File: src/rtl/freq_gate_counter_if.sv
// Bus between the frequency measurement stage and its surroundings: the measured
// input, gate period programming and the published BCD digits for the display driver.
interface freq_gate_counter_if #(
  parameter int PERIOD_WIDTH = 12
);
  logic                    signal_in;
  logic [PERIOD_WIDTH-1:0] period;
  logic                    period_load;
  logic [3:0]              ten_count;
  logic [3:0]              unit_count;
  logic                    load;
  logic                    overflow;

  modport master (
    output signal_in, period, period_load,
    input  ten_count, unit_count, load, overflow
  );

  modport slave (
    input  signal_in, period, period_load,
    output ten_count, unit_count, load, overflow
  );
endinterface

File: src/rtl/freq_gate_counter.sv
// Gate-window frequency counter: counts synchronized rising edges of signal_in into a
// saturating two-digit BCD counter and publishes the digits with a load strobe per frame.
module freq_gate_counter #(
  parameter int PERIOD_WIDTH   = 12,
  parameter int PERIOD_DEFAULT = 100
) (
  input  logic               clk,
  input  logic               reset,
  freq_gate_counter_if.slave bus
);
  typedef enum logic [1:0] {COUNT, PUBLISH, CLEAR} state_t;

  localparam logic [PERIOD_WIDTH-1:0] PERIOD_RESET = PERIOD_WIDTH'(PERIOD_DEFAULT);
  localparam logic [PERIOD_WIDTH-1:0] ONE          = PERIOD_WIDTH'(1);

  state_t                  state;
  state_t                  next_state;
  logic                    s1;
  logic                    s2;
  logic                    s3;
  logic                    rise;
  logic [PERIOD_WIDTH-1:0] pending_period;
  logic [PERIOD_WIDTH-1:0] active_period;
  logic [PERIOD_WIDTH-1:0] eff_period;
  logic [PERIOD_WIDTH-1:0] cyc;
  logic [3:0]              tens;
  logic [3:0]              units;
  logic                    sticky_ovf;
  logic                    last_cycle;

  always_ff @(posedge clk) begin
    if (reset) begin
      s1 <= 1'b0;
      s2 <= 1'b0;
      s3 <= 1'b0;
    end else begin
      s1 <= bus.signal_in;
      s2 <= s1;
      s3 <= s2;
    end
  end

  // s1 only resolves metastability; edges are taken from the settled s2/s3 pair.
  assign rise       = s2 & ~s3;
  assign eff_period = (active_period == '0) ? ONE : active_period;
  assign last_cycle = (cyc == eff_period - ONE);

  always_ff @(posedge clk) begin
    if (reset) begin
      state <= COUNT;
    end else begin
      state <= next_state;
    end
  end

  always_comb begin
    next_state = state;
    case (state)
      COUNT:   if (last_cycle) next_state = PUBLISH;
      PUBLISH: next_state = CLEAR;
      CLEAR:   next_state = COUNT;
      default: next_state = COUNT;
    endcase
  end

  // A new gate length only takes effect at a frame boundary, never mid-window.
  always_ff @(posedge clk) begin
    if (reset) begin
      pending_period <= PERIOD_RESET;
      active_period  <= PERIOD_RESET;
    end else begin
      if (bus.period_load) pending_period <= bus.period;
      if (state == CLEAR)  active_period  <= pending_period;
    end
  end

  always_ff @(posedge clk) begin
    if (reset) begin
      cyc        <= '0;
      tens       <= 4'd0;
      units      <= 4'd0;
      sticky_ovf <= 1'b0;
    end else begin
      case (state)
        COUNT: begin
          cyc <= cyc + ONE;
          if (rise) begin
            if (units == 4'd9) begin
              if (tens == 4'd9) begin
                sticky_ovf <= 1'b1;
              end else begin
                units <= 4'd0;
                tens  <= tens + 4'd1;
              end
            end else begin
              units <= units + 4'd1;
            end
          end
        end
        CLEAR: begin
          cyc        <= '0;
          tens       <= 4'd0;
          units      <= 4'd0;
          sticky_ovf <= 1'b0;
        end
        default: ;
      endcase
    end
  end

  always_ff @(posedge clk) begin
    if (reset) begin
      bus.ten_count  <= 4'd0;
      bus.unit_count <= 4'd0;
      bus.overflow   <= 1'b0;
      bus.load       <= 1'b0;
    end else begin
      bus.load <= (state == PUBLISH);
      if (state == PUBLISH) begin
        bus.ten_count  <= tens;
        bus.unit_count <= units;
        bus.overflow   <= sticky_ovf;
      end
    end
  end
endmodule
File: src/flat_wrapper.sv
// flat-port wrapper written by rule: the top's interface ports become plain ports
module freq_gate_counter_flat 
#(
  parameter int PERIOD_WIDTH   = 12,
  parameter int PERIOD_DEFAULT = 100
)
  (clk, reset, bus_signal_in, bus_period, bus_period_load, bus_ten_count, bus_unit_count, bus_load, bus_overflow);
  freq_gate_counter_if #(.PERIOD_WIDTH(PERIOD_WIDTH)) bus_i ();
  input  logic clk;
  input  logic reset;
  input wire logic [$bits(bus_i.signal_in)-1:0] bus_signal_in;
  input wire logic [$bits(bus_i.period)-1:0] bus_period;
  input wire logic [$bits(bus_i.period_load)-1:0] bus_period_load;
  output wire logic [$bits(bus_i.ten_count)-1:0] bus_ten_count;
  output wire logic [$bits(bus_i.unit_count)-1:0] bus_unit_count;
  output wire logic [$bits(bus_i.load)-1:0] bus_load;
  output wire logic [$bits(bus_i.overflow)-1:0] bus_overflow;
  assign bus_i.signal_in = bus_signal_in;
  assign bus_i.period = bus_period;
  assign bus_i.period_load = bus_period_load;
  assign bus_ten_count = bus_i.ten_count;
  assign bus_unit_count = bus_i.unit_count;
  assign bus_load = bus_i.load;
  assign bus_overflow = bus_i.overflow;
  freq_gate_counter #(.PERIOD_WIDTH(PERIOD_WIDTH), .PERIOD_DEFAULT(PERIOD_DEFAULT)) u_core (.clk(clk), .reset(reset), .bus(bus_i));
endmodule
File: config.mk
export PLATFORM = sky130hd
export DESIGN_NAME = freq_gate_counter_flat
export DESIGN_NICKNAME = d
export VERILOG_FILES = /design/src/rtl/freq_gate_counter_if.sv /design/src/rtl/freq_gate_counter.sv /design/src/flat_wrapper.sv
export SDC_FILE = /design/constraint.sdc
export NUM_CORES = 1
export LEC_CHECK = 0
export CORE_MARGIN = 2
export CORE_UTILIZATION = 43
export CTS_CLUSTER_SIZE = 30
export DETAILED_ROUTE_END_ITERATION = 10
export DONT_BUFFER_PORTS = 1
export GPL_ROUTABILITY_DRIVEN = 0
export GPL_TIMING_DRIVEN = 0
export HOLD_SLACK_MARGIN = 0.03
export MAX_ROUTING_LAYER = met4
export SKIP_LAST_GASP = 1
export SYNTH_ARGS = -nofsm -noshare
export SYNTH_HDL_FRONTEND = slang
export SYNTH_SLANG_ARGS = --single-unit
File: constraint.sdc
create_clock -name clk -period 6.4 [get_ports clk]
set_clock_uncertainty 0.2 [all_clocks]
set_input_delay 1.28 -clock clk [delete_from_list [all_inputs] [get_ports clk]]
set_output_delay 1.28 -clock clk [all_outputs]
set_load 0.01 [all_outputs]
# --- Word level (Yosys, flattened, before mapping) ---
# Cells that the tools add are included.
totals:
  register_bits: 60
  input_bits: 16
  output_inout_bits: 10
  word_cells: 53
classes:
  addsub: 4
  eq_ne: 11
  n_mux: 16
  bitwise: 2
  reduce_logical: 6
ops:
  columns: ["op", "count"]
  rows:
  - ["$mux 4", 6]
  - ["$pmux 12 s2", 1]
  - ["$pmux 4 s2", 2]
  - ["$add 12x1->12 const B", 1]
  - ["$eq 12x12->1", 1]
  - ["$logic_not 12->1", 1]
  - ["$mux 12", 1]
  - ["$sub 12x1->12 const B", 1]
  - ["$add 4x1->4 const B", 2]
  - ["$eq 4x4->1 const B", 2]
  - ["$ne 2x1->1 const B", 4]
  - ["$reduce_and 4->1", 2]
  - ["$pmux 2 s2", 1]
  - ["$mux 1", 3]
  - ["$ne 3x3->1 const B", 1]
  - ["$reduce_and 3->1", 1]
  - ["$eq 2x1->1 const B", 1]
  - ["$eq 2x2->1 const B", 1]
  - ["$logic_not 2->1", 1]
  - ["$mux 2", 1]
  - ["$ne 2x2->1 const B", 1]
  - ["$pmux 1 s2", 1]
  - ["$reduce_bool 2->1", 1]
  - ["$and 1x1->1", 1]
  - ["$not 1->1", 1]

# --- Longest topological paths before layout ---
# Gate-level depths: netlist of the first run.
depth:
  ltp_word: 6
  ltp_mapped: 9
  ltp_nobuf: 8

# --- Worst setup path after synthesis of the first run ---
# OpenSTA, ideal clock, no wires.
synth_path:
  path_type: "reg2reg"
  from: "register u_core.active_period[10]"
  to: "register u_core.state[0]"
  setup_ns: 0.060
  t_arrival_ns: 2.253
  t_required_ns: 6.140
  slack_ns: 3.887
  path_stages_with_launch: 9
  path_buffers: 0
  period_less_slack_ns: 2.513
  cell_sequence: "dfxtp_1 > nor4_1 > a31oi_1 > ha_1 > nor3b_1 > nor3_1 > a31oi_1 > a2111oi_2 > o2111a_1"
synth_via:
  elab_chain_cells: 5
synth_rtl:
  columns: ["element", "line_no", "source"]
  rows:
  - ["from (decl)", "freq_gate_counter.sv:23", "logic [PERIOD_WIDTH-1:0] active_period;"]
  - ["from (signal assigned)", "freq_gate_counter.sv:73", "if (state == CLEAR) active_period <= pending_period;"]
  - ["$logic_not 12->1", "freq_gate_counter.sv:45", "assign eff_period = (active_period == '0) ? ONE : active_period;"]
  - ["$mux 12 (*)", "freq_gate_counter.sv:45", null]
  - ["$sub 12x1->12 (*)", "freq_gate_counter.sv:46", "assign last_cycle = (cyc == eff_period - ONE);"]
  - ["$eq 12x12->1 (*)", "freq_gate_counter.sv:46", null]
  - ["$ne 2x1->1 (no source line) (*)", null, null]
  - ["to (signal assigned)", "freq_gate_counter.sv:52", "state <= next_state;"]
  - ["to (decl)", "freq_gate_counter.sv:16", "state_t state;"]
# Mark *: on every way between the ends. The rest lies on a longest branch, timed or not.
# A chain may end at the register's enable or synchronous reset.

# --- Worst setup path after layout of the first run ---
# Same ends and word-level chain as after synthesis.

==> results of run 1 <==
==> sequential cells by signal, indices dropped and copies added (netlist names), 2 cells and up <==
signal,count
u_core.active_period,12
u_core.cyc,12
u_core.pending_period,12
u_core.bus.ten_count,4
u_core.bus.unit_count,4
u_core.tens,4
u_core.units,4
u_core.state,2
==> kinds of logic (layout without fill, tap and decap cells) <==
family	Yosys count	in the layout
muxes	12	12
AOI/OAI and AO/OA	53	53
adders and majority gates	6	6
xor gates and xnor gates	26	26
buffers and inverters	26	40
and+or+nand+nor	143	143
DFF	60	60
==> layout by cell type, fill, tap and decap left out, types with 2 or more instances in the layout <==
| cell | Yosys | layout |
|---|---|---|
| a31oi_1 | 4 | 4 |
| nor4_1 | 3 | 3 |
| dfxtp_1 | 60 | 60 |
| a211o_1 | 3 | 3 |
| nor2_1 | 35 | 35 |
| nor3b_1 | 2 | 2 |
| nand2_1 | 51 | 51 |
| and3b_1 | 2 | 2 |
| clkbuf_1 | 16 | 17 |
| clkbuf_8 | 0 | 10 |
| mux2i_1 | 11 | 11 |
| nand4_1 | 4 | 4 |
| inv_1 | 8 | 8 |
| a21oi_1 | 26 | 26 |
| nor3_1 | 10 | 10 |
| or3_1 | 3 | 3 |
| clkinv_2 | 0 | 3 |
| o21ai_0 | 6 | 6 |
| ha_1 | 6 | 6 |
| nand2b_1 | 2 | 2 |
| nand3b_1 | 5 | 5 |
| xnor2_1 | 15 | 15 |
| xor2_1 | 11 | 11 |
| a211oi_1 | 2 | 2 |
| nand3_1 | 7 | 7 |
| nor2b_1 | 12 | 12 |
==> path summary, 6_finish.rpt <==
| path | startpoint | slack, ns | to |
|---|---|---|---|
| min reg2reg | u_core.s1$_SDFF_PP0_ | 0.24 | u_core.s2$_SDFF_PP0_ |
| max | u_core.active_period[10]$_SDFFE_PP0P_ | 3.48 | u_core.state[0]$_SDFFE_PP0P_ |
| max reg2reg | u_core.active_period[10]$_SDFFE_PP0P_ | 3.48 | u_core.state[0]$_SDFFE_PP0P_ |
| min | u_core.s1$_SDFF_PP0_ | 0.24 | u_core.s2$_SDFF_PP0_ |
==> per-layer routing <==
metal | GRT usage (%) | vias up | routed length, microns | share of wire [%]
met4 | 7.478 | 0 | 146 | 2.5
met5 | - | - | 0 | 0
met2 | 26.48 | 37 | 2499 | 44
li1 | - | 1137 | - | -
met1 | 22.65 | 980 | 2839 | 50
met3 | 5.211 | 15 | 243 | 4.2
==> layout make-up <==
class / instances / area [sq um]
Clock inverter: 3 / 15.01
Sequential cell: 60 / 1201
Tap cell: 77 / 96.34
Multi-Input combinational cell: 240 / 1460
Fill cell: 632 / 3258
Inverter: 8 / 30.03
Clock buffer: 11 / 141.4
Buffer: 18 / 75.07
==> through the flow <==
step | instances | utilization (%) | setup slack, ns
finish | 417 | 48.10 | 3.484
global route | 417 | 48.10 | 3.266
CTS | 417 | 48.10 | 3.495
detailed placement | 403 | 45.60 | 3.491
global placement | 403 | 45.60 | 3.553
floorplan | 326 | - | 3.887
==> power by group <==
group          switching [mW]  internal (mW)
Clock                   0.135          0.145
Sequential            0.00551          0.381
Combinational          0.0150         0.0113
==> flow_summary.yaml, run 1 <==
run_status:
  status: "finished, final reports clean"
critical_path:
  cp_max_fo: 5
  cp.required_ns: 6.47
  criticalPathCategory: "register to register"
  arrival_ns: 2.99
  crit_buf_inv: 0
  max_stage_delay_ns: 0.70
  critical_path.top_delay_family: "simple AND/OR/NAND/NOR gates"
  crit_top_cell: "a31oi_1"
  worstPathCellList: "nor4_1, a31oi_1, ha_1, nor3b_1, nor3_1, a31oi_1, a2111oi_2, o2111a_1"
  slowest_stage: "nor4_1"
  critPathCaptureType: "register"
  crit_cells: 8
  critPathLaunchType: "register"
  worstRegToRegCells: 8
final_layout:
  drive_gt1_share_pct: 6.471
  fin_area_sq_um: 3019
  antenna_cells: 0
  area_growth_pct: 9.136
  fin_nets: 359
timing:
  hold_slack_ns: 0.2378
  tns_ns: 0
  rsz0062_at_grt: "no"
  fin_crit_sh_pct: 45.56
  drv_slew: 0
  fmax_mhz: 343.0
  hold_viol_final: 0
  worst_slew_pin_slew_ns: 0.7687
  slew_headroom_pct: 48.28
  setup_violations: 0
  min_period_ns: 2.916
die:
  core-area_sq_um: 6277
  die-width_microns: 84.21
  start_util_pct: 44.07
  io_pins: 26
  die-height_microns: 84.21
  placementRows: 29
  die_area_sq_um: 7091
power_and_ir_drop:
  vdd_drop_max_mv: 0.1144
  powerDensity_nw_per_um2: 229.5
  p_total_uw: 692.9
  leakagePower_nw: 1.086
clocking:
  cts_setup_buffers: 0
  cts_hold_buf: 0
  cts-buffers-inserted: 9
  cts_sinks: 60
  clk_pin_slew_ns: 0.06
  root_buffer: "clkbuf_8"
  post_cts_resized: 0
  clockBufferDepth: 2
  clk_latency_ns: 0.33
  htree_levels: 3
  cts_tree: "yes"
yosys:
  ys_warn_count: 0
  synth_nets: 348
  synth.distinct_cells: 46
  synthArstFlopShare_pct: 0
  synth_top_area_cell: "dfxtp_1"
  syn_inst: 326
  avgSynthCellArea_sq_um: 8.486
  synth-seq-area-share_pct: 43.42
  synthTopCellsByArea: "dfxtp_1 (43%), nand2_1 (6.9%), nor2_1 (4.7%), xnor2_1 (4.7%), a21oi_1 (4.7%)"
  synth_flop_cell: "dfxtp_1"
  yosys.area_share.adder_pct: 2.714
  synth_xor_xnor_area_share_pct: 8.232
  ys_ff_latch: 60
  synthSimpleGateAreaFrac_pct: 25.15
  synth-compound-area-share_pct: 12.30
  synthTopCellsByCount: "dfxtp_1 (60), nand2_1 (51), nor2_1 (35), a21oi_1 (26), clkbuf_1 (16)"
  syn_area_sq_um: 2766
  synth_mux_area_share_pct: 4.387
  yosysMostFrequentCell: "dfxtp_1"
  synth_top_area_share_pct: 43.42
  synth_top_family_by_area: "simple AND/OR/NAND/NOR gates"
  synth_edf_count: 0
grt:
  grt_pass1_wl_microns: 9791
  grt_pass1_vias: 2117
  global_route.overflow_total: 0
  grt_antenna_before_repair: 0
  grt_use_total_pct: 17.81
  grt_start_max_net_pins: 11
detailed_routing:
  antenna_left: 0
  drtIter0Drc: 94
  num_vias: 2169
  drt_first_pass_iters: 4
  post_drt_wl_per_cell_microns: 13.74
  routed_via_density: 5.201
  drc: 0
  wirelength_microns: 5729
placement:
  dp_hpwl_microns: 4119
  place_area_sq_um: 2863
  portBuffers: 0
hold_path:
  whs_path_depth: 1
  hold_path.class: "register to register"
run:
  cap_violations: 0
Power figures use the tool's default switching activity.
==> run 2: changes to the inputs <==
clock period = 2.8 ns   (was 6.4 ns; I/O delays follow)
==> run 2 against run 1 <==
  * Worst hold slack lost 0.090 ns
  * Core utilization grew 0.44 points
  * Largest cell class unchanged
  * Cell count grew 0.24%
  * Power grew 130%
  * Routed wire length grew 1.2%
  * Critical endpoint unchanged
  * Via count grew 1.2%
  * Cell area grew 0.91%
==> flow_summary.yaml, run 2 (synthesized netlist as in run 1, its figures left out) <==
power_and_ir_drop:
  switching_share_pct: 22.52
  sequentialPowerShare_pct: 55.8
  powerDensity_nw_per_um2: 520.2
  leakagePower_nw: 1.102
  p_total_mw: 1.585
  combPwrFrac_pct: 3.8
  p_clk_share_pct: 40.4
  vdd_drop_max_mv: 0.2626
  p_int_mw: 1.228
  power_switching_uw: 356.9
die:
  core-area_sq_um: 6277
  start_util_pct: 44.07
  placementRows: 29
  die-width_microns: 84.21
  die-height_microns: 84.21
  die_area_sq_um: 7091
  io_pins: 26
critical_path:
  critical_path.top_delay_family: "simple AND/OR/NAND/NOR gates"
  critPathCaptureType: "register"
  worstPathCellList: "clkbuf_1, nor3_1, a31oi_1, ha_1, nor3b_2, nand3_1, a32o_1, nor3_1, o2111a_1"
  criticalPathCategory: "register to register"
  slowest_stage: "nor3b_2"
  startpoint: "u_core.active_period[3]$_SDFFE_PP0P_"
  rr_endpoint: "u_core.state[0]$_SDFFE_PP0P_"
  cp_max_fo: 8
  critPathLaunchType: "register"
  r2r_slack_ns: 0.22
  crit_top_cell: "nor3_1"
  crit_buf_inv: 1
  arrival_ns: 2.65
  worstRegToRegCells: 9
  max_stage_delay_ns: 0.36
  cp.required_ns: 2.87
  timing.rr.start: "u_core.active_period[3]$_SDFFE_PP0P_"
detailed_routing:
  routed_via_density: 5.251
  drtIter0Drc: 107
  wirelength_microns: 5797
  drc: 0
  post_drt_wl_per_cell_microns: 13.87
  drt_first_pass_iters: 6
  num_vias: 2195
  antenna_left: 0
clocking:
  root_buffer: "clkbuf_8"
  clk_pin_slew_ns: 0.06
  cts-buffers-inserted: 9
  clk_latency_ns: 0.33
  cts_sinks: 60
  htree_levels: 3
  clockBufferDepth: 2
  cts_tree: "yes"
placement:
  place_area_sq_um: 2863
  portBuffers: 0
  numPlacedInstances: 403
  dp_hpwl_microns: 4119
timing:
  min_period_ns: 2.576
  fin_crit_sh_pct: 92.01
  worst_slew_pin_slew_ns: 0.7066
  setup_violations: 0
  hold_viol_final: 0
  drv_slew: 0
  hold_slack_ns: 0.1475
  rsz0062_at_grt: "no"
  fmax_mhz: 388.2
  slew_headroom_pct: 52.89
grt:
  grt_pass1_vias: 2125
  grt_start_max_net_pins: 11
  grt_pass1_wl_microns: 9811
  global_route.overflow_total: 0
  grt_use_total_pct: 17.86
  grt_antenna_before_repair: 0
final_layout:
  drive_gt1_share_pct: 7.331
  multi_input_comb_area_sq_um: 1480
  fin_area_sq_um: 3047
  fin_cells: 418
  antenna_cells: 0
  reg_top3: "u_core.active_period: 12 flops, u_core.cyc: 12 flops, u_core.pending_period: 12 flops"
  final_common_cell: "dfxtp_1"
  ff_latch_area_sq_um: 1201
  area_growth_pct: 10.13
  fin_nets: 360
  layout_common_cells: "dfxtp_1 (60), nand2_1 (51), nor2_1 (35), a21oi_1 (26), clkbuf_1 (17)"
  fillers: 625
hold_path:
  whs_path_depth: 1
  worstHoldStart: "bus_period[2]"
  hold_path.class: "input pin to register"
  whs_endpoint: "u_core.pending_period[2]$_SDFFE_PP1P_"
run_status:
  status: "finished, final reports clean"
run:
  cap_violations: 0
run 2: cell count changes in the layout (fill, tap and decap cells not counted):
cell     change
nor3b_2      +1
nor4_4       +1
buf_4        +1
nor3b_1      -1
nor4_1       -1
run 2: final cells by class:
class                      count  area share [%]
sequential                    60           39.43
timing repair buffer           1          0.2464
inverter                       8          0.9856
tap                           77           3.162
clock inverter                 3          0.4928
buffer                        18           2.464
clock buffer                  11           4.641
multi-input combinational    240           48.58
run 2: worst reg2reg max path: cells and delay by family, from the launching register on:
family | cells | cell delay, ns
AO/OA/AOI/OAI | 3 | 0.69
adder cells (fa/ha/maj) | 1 | 0.24
buffers and inverters | 1 | 0.31
flip-flops | 1 | 0.30
AND/OR/NAND/NOR | 4 | 0.78
run 2: stage by stage:
step	setup TNS, ns	worst slack, ns	utilization [%]
final	0	0.2237	48.54
after global routing	0	0.02082	48.54
after CTS	0	0.06719	48.32
after detailed placement	-0.1090	-0.1090	45.60
after global placement	-0.04711	-0.04711	45.60
after floorplan	0	0.2870	-
run 2: how the worst max path moves through the flow:
stage,to,slack [ns],cells after the start
finish,u_core.state[0]$_SDFFE_PP0P_,0.22,9
global route,u_core.state[0]$_SDFFE_PP0P_,0.02,9
CTS,u_core.state[0]$_SDFFE_PP0P_,0.07,8
detailed placement,u_core.state[0]$_SDFFE_PP0P_,-0.11,8
global placement,u_core.state[0]$_SDFFE_PP0P_,-0.05,8
floorplan,u_core.state[0]$_SDFFE_PP0P_,0.29,8
run 2: what timing repair did:
item,in CTS,in global routing
hold buffers,0,0
endpoints found under the setup margin,1,1
pin swaps,1,0
buffers inserted,1,0
gates resized for setup,1,2
hold endpoints to repair,0,0
run 2: layer usage:
| layer | wire length [microns] | track usage (%) | vias to the layer above |
|---|---|---|---|
| li1 | - | - | 1139 |
| met1 | 2873 | 22.65 | 999 |
| met2 | 2559 | 26.62 | 42 |
| met3 | 220 | 5.211 | 15 |
| met4 | 144 | 7.478 | 0 |
| met5 | 0 | - | - |
run 2: power by group through the flow:
stage | Clock, mW | Combinational, mW | Sequential, mW
4_1_cts | 0.659 | 0.0611 | 0.884
6_report | 0.640 | 0.0601 | 0.884
3_5_place_dp | 0 | 0.0608 | 0.903
3_3_place_gp | 0 | 0.0599 | 0.903
5_1_grt | 0.686 | 0.0696 | 0.886
2_1_floorplan | 0 | 0.0490 | 0.900
